File: src/rtl/bucket_proc_mc.sv
`default_nettype none
// +--------------------------------------------------------------------------+
// | Module   : bucket_proc_mc                                                |
// | Function : per-channel token-bucket credit manager with almost-full,     |
// |            sequence-error and full-timeout flags                         |
// | Revision : 1.0                                                           |
// +--------------------------------------------------------------------------+
module bucket_proc_mc #(
    parameter int                     CH_NUM      = 4,
    parameter int                     CH_WIDTH    = 2,
    parameter int                     DEPTH_WIDTH = 9,
    parameter logic [DEPTH_WIDTH-1:0] FIFO_DEPTH  = 9'h1ff,
    parameter int                     LEN_WIDTH   = 11,
    parameter int                     DATA_BWIDTH = 5,
    parameter logic [DEPTH_WIDTH-1:0] MAX_FRM_CNT = 9'd62,
    parameter logic [DEPTH_WIDTH-1:0] REV_LEN     = 9'd128,
    parameter int                     TO_WIDTH    = 11
) (
    input  logic                          clk,
    input  logic                          reset,
    input  logic [CH_NUM*DEPTH_WIDTH-1:0] data_ff_waterline,
    input  logic                          bucket_inc_wr,
    input  logic [CH_WIDTH-1:0]           bucket_inc_ch,
    input  logic [LEN_WIDTH-1:0]          bucket_inc_wdata,
    input  logic                          bucket_dec_wr,
    input  logic [CH_WIDTH-1:0]           bucket_dec_ch,
    input  logic [DEPTH_WIDTH-1:0]        bucket_dec_data,
    input  logic                          bucket_dec_wend,
    input  logic                          pulse_1ms,
    input  logic [TO_WIDTH-1:0]           cfg_to_thr,
    input  logic                          err_clr,
    output logic [CH_NUM*DEPTH_WIDTH-1:0] bucket_inc_cnt,
    output logic [CH_NUM-1:0]             bucket_af,
    output logic [CH_NUM-1:0]             bucket_err,
    output logic [CH_NUM-1:0]             bucket_full_time_over,
    output logic                          bucket_ch_err
);

    localparam logic [DEPTH_WIDTH-1:0] c_fifo_size = FIFO_DEPTH - MAX_FRM_CNT - REV_LEN;
    localparam logic [DEPTH_WIDTH-1:0] c_aff_wl    = FIFO_DEPTH - MAX_FRM_CNT;

    logic [DEPTH_WIDTH-1:0] w_inc_pre;
    logic                   w_inc_ok;
    logic                   w_dec_ok;
    logic                   w_to_off;
    logic                   r_ch_err;

    // Frame length in bytes rounded up to whole FIFO words.
    assign w_inc_pre = DEPTH_WIDTH'(bucket_inc_wdata[LEN_WIDTH-1:DATA_BWIDTH])
                     + DEPTH_WIDTH'(|bucket_inc_wdata[DATA_BWIDTH-1:0]);

    assign w_inc_ok = 32'(bucket_inc_ch) < CH_NUM;
    assign w_dec_ok = 32'(bucket_dec_ch) < CH_NUM;
    assign w_to_off = ~|cfg_to_thr;

    always_ff @(posedge clk) begin
        if (reset) begin
            r_ch_err <= 1'b0;
        end else begin
            r_ch_err <= (bucket_inc_wr & ~w_inc_ok) | (bucket_dec_wr & ~w_dec_ok)
                      | (r_ch_err & ~err_clr);
        end
    end

    assign bucket_ch_err = r_ch_err;

    for (genvar n = 0; n < CH_NUM; n++) begin : g_ch
        logic [DEPTH_WIDTH-1:0] w_wl;
        logic [DEPTH_WIDTH-1:0] w_used;
        logic [DEPTH_WIDTH-1:0] w_allow;
        logic [DEPTH_WIDTH-1:0] w_onway;
        logic                   w_inc_hit;
        logic                   w_dec_hit;
        logic                   w_seq_bad;
        logic                   w_to_clr;
        logic [DEPTH_WIDTH-1:0] r_inc_cnt;
        logic [DEPTH_WIDTH-1:0] r_dec_cnt;
        logic [TO_WIDTH-1:0]    r_to_cnt;
        logic                   r_af;
        logic                   r_err;
        logic                   r_tover;

        assign w_wl      = data_ff_waterline[n*DEPTH_WIDTH +: DEPTH_WIDTH];
        assign w_inc_hit = bucket_inc_wr & w_inc_ok & (bucket_inc_ch == CH_WIDTH'(n));
        assign w_dec_hit = bucket_dec_wr & w_dec_ok & (bucket_dec_ch == CH_WIDTH'(n));

        // Above the almost-full waterline the FIFO is treated as completely used.
        assign w_used    = (w_wl < c_aff_wl) ? (w_wl + MAX_FRM_CNT) : '1;
        assign w_allow   = (c_fifo_size > w_used) ? (c_fifo_size - w_used) : '0;
        assign w_onway   = r_inc_cnt - r_dec_cnt;

        assign w_seq_bad = w_dec_hit & bucket_dec_wend
                         & (bucket_dec_data != (r_dec_cnt + DEPTH_WIDTH'(1)));
        assign w_to_clr  = w_dec_hit | ~r_af | w_to_off;

        always_ff @(posedge clk) begin
            if (reset) begin
                r_inc_cnt <= '0;
                r_dec_cnt <= '0;
                r_to_cnt  <= '0;
                r_af      <= 1'b0;
                r_err     <= 1'b0;
                r_tover   <= 1'b0;
            end else begin
                if (w_inc_hit) begin
                    r_inc_cnt <= r_inc_cnt + w_inc_pre;
                end
                if (w_dec_hit) begin
                    r_dec_cnt <= r_dec_cnt + DEPTH_WIDTH'(1);
                end
                r_af  <= (w_onway >= w_allow);
                r_err <= w_seq_bad | (r_err & ~err_clr);
                if (w_to_clr) begin
                    r_to_cnt <= '0;
                end else if (pulse_1ms && (r_to_cnt < cfg_to_thr)) begin
                    r_to_cnt <= r_to_cnt + TO_WIDTH'(1);
                end
                // Clearing conditions drop time_over on the same edge that clears the count.
                r_tover <= ~w_to_clr & (r_to_cnt == cfg_to_thr);
            end
        end

        assign bucket_inc_cnt[n*DEPTH_WIDTH +: DEPTH_WIDTH] = r_inc_cnt;
        assign bucket_af[n]             = r_af;
        assign bucket_err[n]            = r_err;
        assign bucket_full_time_over[n] = r_tover;
    end

endmodule
`default_nettype wire
File: config.mk
export PLATFORM = sky130hd
export DESIGN_NAME = bucket_proc_mc
export DESIGN_NICKNAME = d
export VERILOG_FILES = /design/src/rtl/bucket_proc_mc.sv
export SDC_FILE = /design/constraint.sdc
export NUM_CORES = 1
export LEC_CHECK = 0
export CAP_MARGIN = 5
export CORE_MARGIN = 2
export CORE_UTILIZATION = 45
export DETAILED_ROUTE_END_ITERATION = 7
export DONT_BUFFER_PORTS = 1
export PLACE_DENSITY = 0.58
export SKIP_LAST_GASP = 1
export SYNTH_ARGS = -nofsm -noshare
export SYNTH_HDL_FRONTEND = slang
export SYNTH_SLANG_ARGS = --single-unit
File: constraint.sdc
create_clock -name clk -period 5.6 [get_ports clk]
set_input_delay 1.12 -clock clk [delete_from_list [all_inputs] [get_ports clk]]
set_output_delay 1.12 -clock clk [all_outputs]
set_load 0.02 [all_outputs]
After elaboration in Yosys (flattened, before gate mapping)
Cells that the tools add are included.
Operators by class
  reductions and logical operators: 13
  equal/unequal tests: 14
  add/sub/neg operators: 25
  order comparisons: 16
  bitwise operators: 46
  mux-type cells: 8
Operator list (count)
  $mux W9: 8
  $add A11 B1 Y11 const B: 4
  $eq A11 B11 Y1: 4
  $lt A11 B11 Y1: 4
  $add A9 B1 Y9 const B: 4
  $add A9 B6 Y9 const B: 4
  $add A9 B7 Y9: 4
  $ge A9 B9 Y1: 4
  $gt A9 B9 Y1 const A: 4
  $lt A9 B9 Y1 const B: 4
  $ne A9 B9 Y1: 4
  $sub A9 B9 Y9: 4
  $sub A9 B9 Y9 const A: 4
  $and A1 B1 Y1: 25
  $or A1 B1 Y1: 12
  $reduce_or A11 Y1: 1
  $not A1 Y1: 9
  $eq A2 B2 Y1 const B: 4
  $reduce_or A2 Y1: 4
  $add A6 B1 Y7: 1
  $reduce_or A5 Y1: 1
  $eq A2 B1 Y1 const B: 2
  $logic_and A1 B1 Y1: 4
  $logic_not A2 Y1: 2
  $logic_not A1 Y1: 1
Storage, ports and cells
  bits in registers: 129
  input port bits: 78

Logic depth before layout (Yosys ltp)
  depth after elaboration: 6
  mapped depth: 19
  depth with buffers taken out: 19

Worst setup path before layout
OpenSTA, ideal clock, no wires.
  kind: input port to flip-flop
  start: input data_ff_waterline[19]
  end: register g_ch[2].r_af
  setup slack: 0.969 ns
  arrival: 4.497 ns
  required time: 5.466 ns
  library setup time: 0.134 ns
  stages on the path: 18
  cell sequence: inv_1 ha_1 or4b_1 o21ai_1 and2_1 ha_1 nor3b_1 a31oi_1 or4_1 nand2_1 a21o_1 and2_1 ha_1 nand2b_1 a21o_1 a211o_1 o2111ai_1 a211oi_1
Between the ends
  word-level cells in the longest chain between the ends: 5
  elaborated cells between the ends (all ways): 7
Ends and longest elaborated chain
  start, declared: RTL line 21  | input logic [CH_NUM*DEPTH_WIDTH-1:0] data_ff_waterline,
  $add A9 B6 Y9 / $lt A9 B9 Y1 (equally long branches): RTL line 88  | assign w_used = (w_wl < c_aff_wl) ? (w_wl + MAX_FRM_CNT) : '1;
  $mux W9 *: RTL line 88
  $sub A9 B9 Y9 / $gt A9 B9 Y1 (equally long branches): RTL line 89  | assign w_allow = (c_fifo_size > w_used) ? (c_fifo_size - w_used) : '0;
  $mux W9 *: RTL line 89
  $ge A9 B9 Y1 *: RTL line 111  | r_af <= (w_onway >= w_allow);
  end signal, assigned: RTL line 111
  end, declared: RTL line 79  | logic r_af;
Mark *: on every way between the ends. The rest lies on a longest branch, timed or not.
A chain may end at the register's enable or synchronous reset.

Worst setup path after layout
Same ends and word-level chain as after synthesis.

==> metrics.txt <==
status complete, no violations; number of synthesized register bits 129; post-synthesis compound-gate area fraction 0.170; number of cells traversed by the worst hold path 2; effective utilization at floorplan 0.456; global-route usage over all layers 0.217; die width around 170 µm; kind of start point of the critical path input port; number of remaining DRC errors 0; Tot Pwr 0.00277 W; class of the tightest hold or removal check flip-flop to flip-flop; Max Cap Violations 0; count of inserted antenna diode cells 0; worst slack on hold paths 0.484 ns; Endpoint, Worst Hold g_ch[1].r_to_cnt[10]; largest driver fanout on the critical path 7; busiest layer in global routing met2; power density normalized to cell area 220 nW/µm²; Crit Reg-Reg Startpoint g_ch[2].r_inc_cnt[1]; slack of the worst reg-to-reg path 2.47 ns; number of enable flip-flop cells after synthesis 0; Non-Filler Instances 1,835; count of routing violations after the opening detailed-route iteration roughly 400; Inst Count DP 1,803; fraction of final layout cells sized beyond drive strength 1 0.0340; worst slew pin tran 1.02 ns; standby leakage power 5.08 nW; share of async-settable or async-resettable flops after synthesis 0; post-synthesis net count approximately 1,800; worst reg-to-reg path cell count 11; clock latency reported for the late side of the worst-skew pair about 0.43 ns; count of different cell masters after synthesis 63; number of core rows 59; TritonCTS clock tree yes; count leader, synth sky130_fd_sc_hd__ha_1; clk sinks 129; critical path data required time 5.90 ns; number of synthesis warnings 0; post-detailed-route wirelength per cell 16.3 µm; post-synthesis share of cell area spent on xor and xnor gates 0.121; Setup CP Type input port to flip-flop; netlist area before placement 11,800 µm²; portion of the clock cycle consumed by the worst path in the final layout 0.809; Vias per Instance 5.69; cell at the root of the clock tree sky130_fd_sc_hd__clkbuf_16; f_max 221 MHz; Data arrival, critical path 4.83 ns; area grow syn2layout 6.69%; met3 routing resource usage after global routing 0.0503; multiplexer share of the synthesized area 0.00784; die span in y ~170 µm; max_slew headroom 0.313; flip-flop cell with the highest count after synthesis sky130_fd_sc_hd__dfxtp_1; post-detailed-routing wire length around 30,000 µm; startpoint of the lowest-slack hold path g_ch[1].r_to_cnt[10]; met2 capacity usage during global routing 0.373; Detail Placement HPWL 22,900 µm; aggregate negative setup slack 0 ns; worst-case setup margin in the final layout 1.07 ns; global-route wire length before repair 49,600 µm; Cells after Synth between 1,500 and 2,000; routability congestion estimate 0.869; post-CTS clock slew at the launch and capture registers of the worst setup and hold paths ~0.060 ns; Post-CTS Setup Repair Bufs 0; io pins 127; Floorplan Core Area 25,900 µm²; total CTS buffers 17; simple logic cell fraction of the synthesized area 0.253; sum of overflow across all layers after global routing 0; peak supply drop 0.000188 V; number of buffers inserted by port buffering 0; critical path capture point type flip-flop; sequential element share of the synthesized area 0.219; remaining antenna violation count 0; clock buffer depth 2; crit path time final 4.53 ns; cell type contributing the most total cell area after synthesis sky130_fd_sc_hd__dfxtp_1; vias after detailed routing 10,400; pin count of the biggest net entering global routing 91; final setup fails 0; drt pass-1 iters 5; vias in the first global route 9,998; final count of hold timing violations 0; post-synthesis share of cell area spent on full adders, half adders and majority gates 0.181; Post-Synthesis Mean Instance Area 7.77 µm²; total count of max-transition violations in the final report 0; most frequent cells after synthesis sky130_fd_sc_hd__ha_1, sky130_fd_sc_hd__nand2_1, sky130_fd_sc_hd__dfxtp_1, sky130_fd_sc_hd__nor2_1, sky130_fd_sc_hd__xnor2_1; Hold Buf Count CTS 0; level count of the clock H-tree 4; total number of nets in the final design 1,731; top cell type's share of synthesized area 0.219; number of fillers in the final layout 2,600; initial antenna violation count 0; Final Skew between 0.01 and 0.015 ns; leading post-synthesis cells by cell area sky130_fd_sc_hd__dfxtp_1, sky130_fd_sc_hd__ha_1, sky130_fd_sc_hd__xnor2_1, sky130_fd_sc_hd__nand2_1, sky130_fd_sc_hd__a21oi_1; GR Util met1 0.280; post-placement setup slack approximately 0.66 ns; capture instance of the worst register-to-register path g_ch[2].r_af; combinational family with the most area after synthesis simple AND/OR/NAND/NOR gates; RSZ-0062 raised after global routing false; post-CTS resize count 0; Die Footprint around 28,000 µm²
## layer usage
layer | part of all wire | vias up
met2 | 0.48 | 137
li1 | - | 5362
met4 | 0.0079 | 0
met5 | 0 | -
met3 | 0.047 | 20
met1 | 0.47 | 4914
## how the worst max path moves through the flow
| stage | start | endpoint | slack, ns | depth (start not counted) |
|---|---|---|---|---|
| global placement | data_ff_waterline[19] | g_ch[2].r_af | 0.72 | 19 |
| detailed placement | data_ff_waterline[19] | g_ch[2].r_af | 0.66 | 18 |
| floorplan | data_ff_waterline[19] | g_ch[2].r_af | 0.97 | 18 |
| CTS | data_ff_waterline[19] | g_ch[2].r_af | 1.08 | 18 |
| global route | data_ff_waterline[19] | g_ch[2].r_af | 0.67 | 17 |
| finish | data_ff_waterline[19] | g_ch[2].r_af | 1.07 | 19 |
## where the power goes
part	internal, W	switching, W
clock network	0.000743	0.000444
registers	0.000941	0.0000605
logic	0.000265	0.000318
total	0.00195	0.000823
## sequential cells by signal, summed over array words and instances (netlist names)
name and flops:
bucket_ch_err 1, g_ch.r_af 4, g_ch.r_dec_cnt 36, g_ch.r_err 4, g_ch.r_inc_cnt 36, g_ch.r_to_cnt 44, g_ch.r_tover 4
## placed cells by master (no fill, tap or decap), types with 12 or more instances in the layout
cell,instances
sky130_fd_sc_hd__a211oi_1,17
sky130_fd_sc_hd__a21o_1,22
sky130_fd_sc_hd__a21oi_1,106
sky130_fd_sc_hd__and2_1,15
sky130_fd_sc_hd__and3_1,26
sky130_fd_sc_hd__clkbuf_16,17
sky130_fd_sc_hd__dfxtp_1,129
sky130_fd_sc_hd__ha_1,158
sky130_fd_sc_hd__inv_1,86
sky130_fd_sc_hd__nand2_1,151
sky130_fd_sc_hd__nand2b_1,15
sky130_fd_sc_hd__nand3_1,55
sky130_fd_sc_hd__nand4_1,31
sky130_fd_sc_hd__nor2_1,111
sky130_fd_sc_hd__nor2b_1,29
sky130_fd_sc_hd__nor3_1,42
sky130_fd_sc_hd__nor4_1,12
sky130_fd_sc_hd__o211ai_1,14
sky130_fd_sc_hd__o21ai_0,84
sky130_fd_sc_hd__or3_1,38
sky130_fd_sc_hd__or4_1,17
sky130_fd_sc_hd__xnor2_1,111
sky130_fd_sc_hd__xor2_1,52
## area by class of cell
class,count,area (µm²),share of cell area
multi-input combinational,1251,8650,0.686
sequential,129,2580,0.205
clock buffer,18,429,0.0340
tap,335,419,0.0332
inverter,86,323,0.0256
clock inverter,14,190,0.0151
timing repair buffer,2,15.0,0.00119
## logic make-up after synthesis
family / Yosys count
AND/OR/NAND/NOR: 586
AO/OA/AOI/OAI: 327
adder cells (fa/ha/maj): 166
XOR/XNOR: 163
buffers and inverters: 140
flip-flops: 129
multiplexers: 9
## metrics by stage
| step | instance area (µm²) | utilization |
|---|---|---|
| 2_1_floorplan | 11800 | - |
| 3_3_place_gp | 12000 | 0.463 |
| 3_5_place_dp | 12000 | 0.463 |
| 4_1_cts | 12600 | 0.487 |
| 5_1_grt | 12600 | 0.487 |
| 6_report | 12600 | 0.487 |
## critical path, cell delays in order
cell,delay (ns)
sky130_fd_sc_hd__inv_1,0.04
sky130_fd_sc_hd__ha_1,0.22
sky130_fd_sc_hd__or4b_1,0.53
sky130_fd_sc_hd__o21ai_1,0.30
sky130_fd_sc_hd__nand2_1,0.12
sky130_fd_sc_hd__inv_1,0.07
sky130_fd_sc_hd__ha_1,0.21
sky130_fd_sc_hd__nor3b_1,0.22
sky130_fd_sc_hd__a31oi_1,0.12
sky130_fd_sc_hd__or4_1,0.44
sky130_fd_sc_hd__nand2_1,0.09
sky130_fd_sc_hd__a21o_1,0.21
sky130_fd_sc_hd__and2_1,0.15
sky130_fd_sc_hd__ha_1,0.22
sky130_fd_sc_hd__nand2b_1,0.14
sky130_fd_sc_hd__a21o_1,0.17
sky130_fd_sc_hd__a211o_1,0.29
sky130_fd_sc_hd__o2111ai_1,0.07
sky130_fd_sc_hd__a211oi_1,0.09
Note: power is estimated with default switching activity, not from simulation.
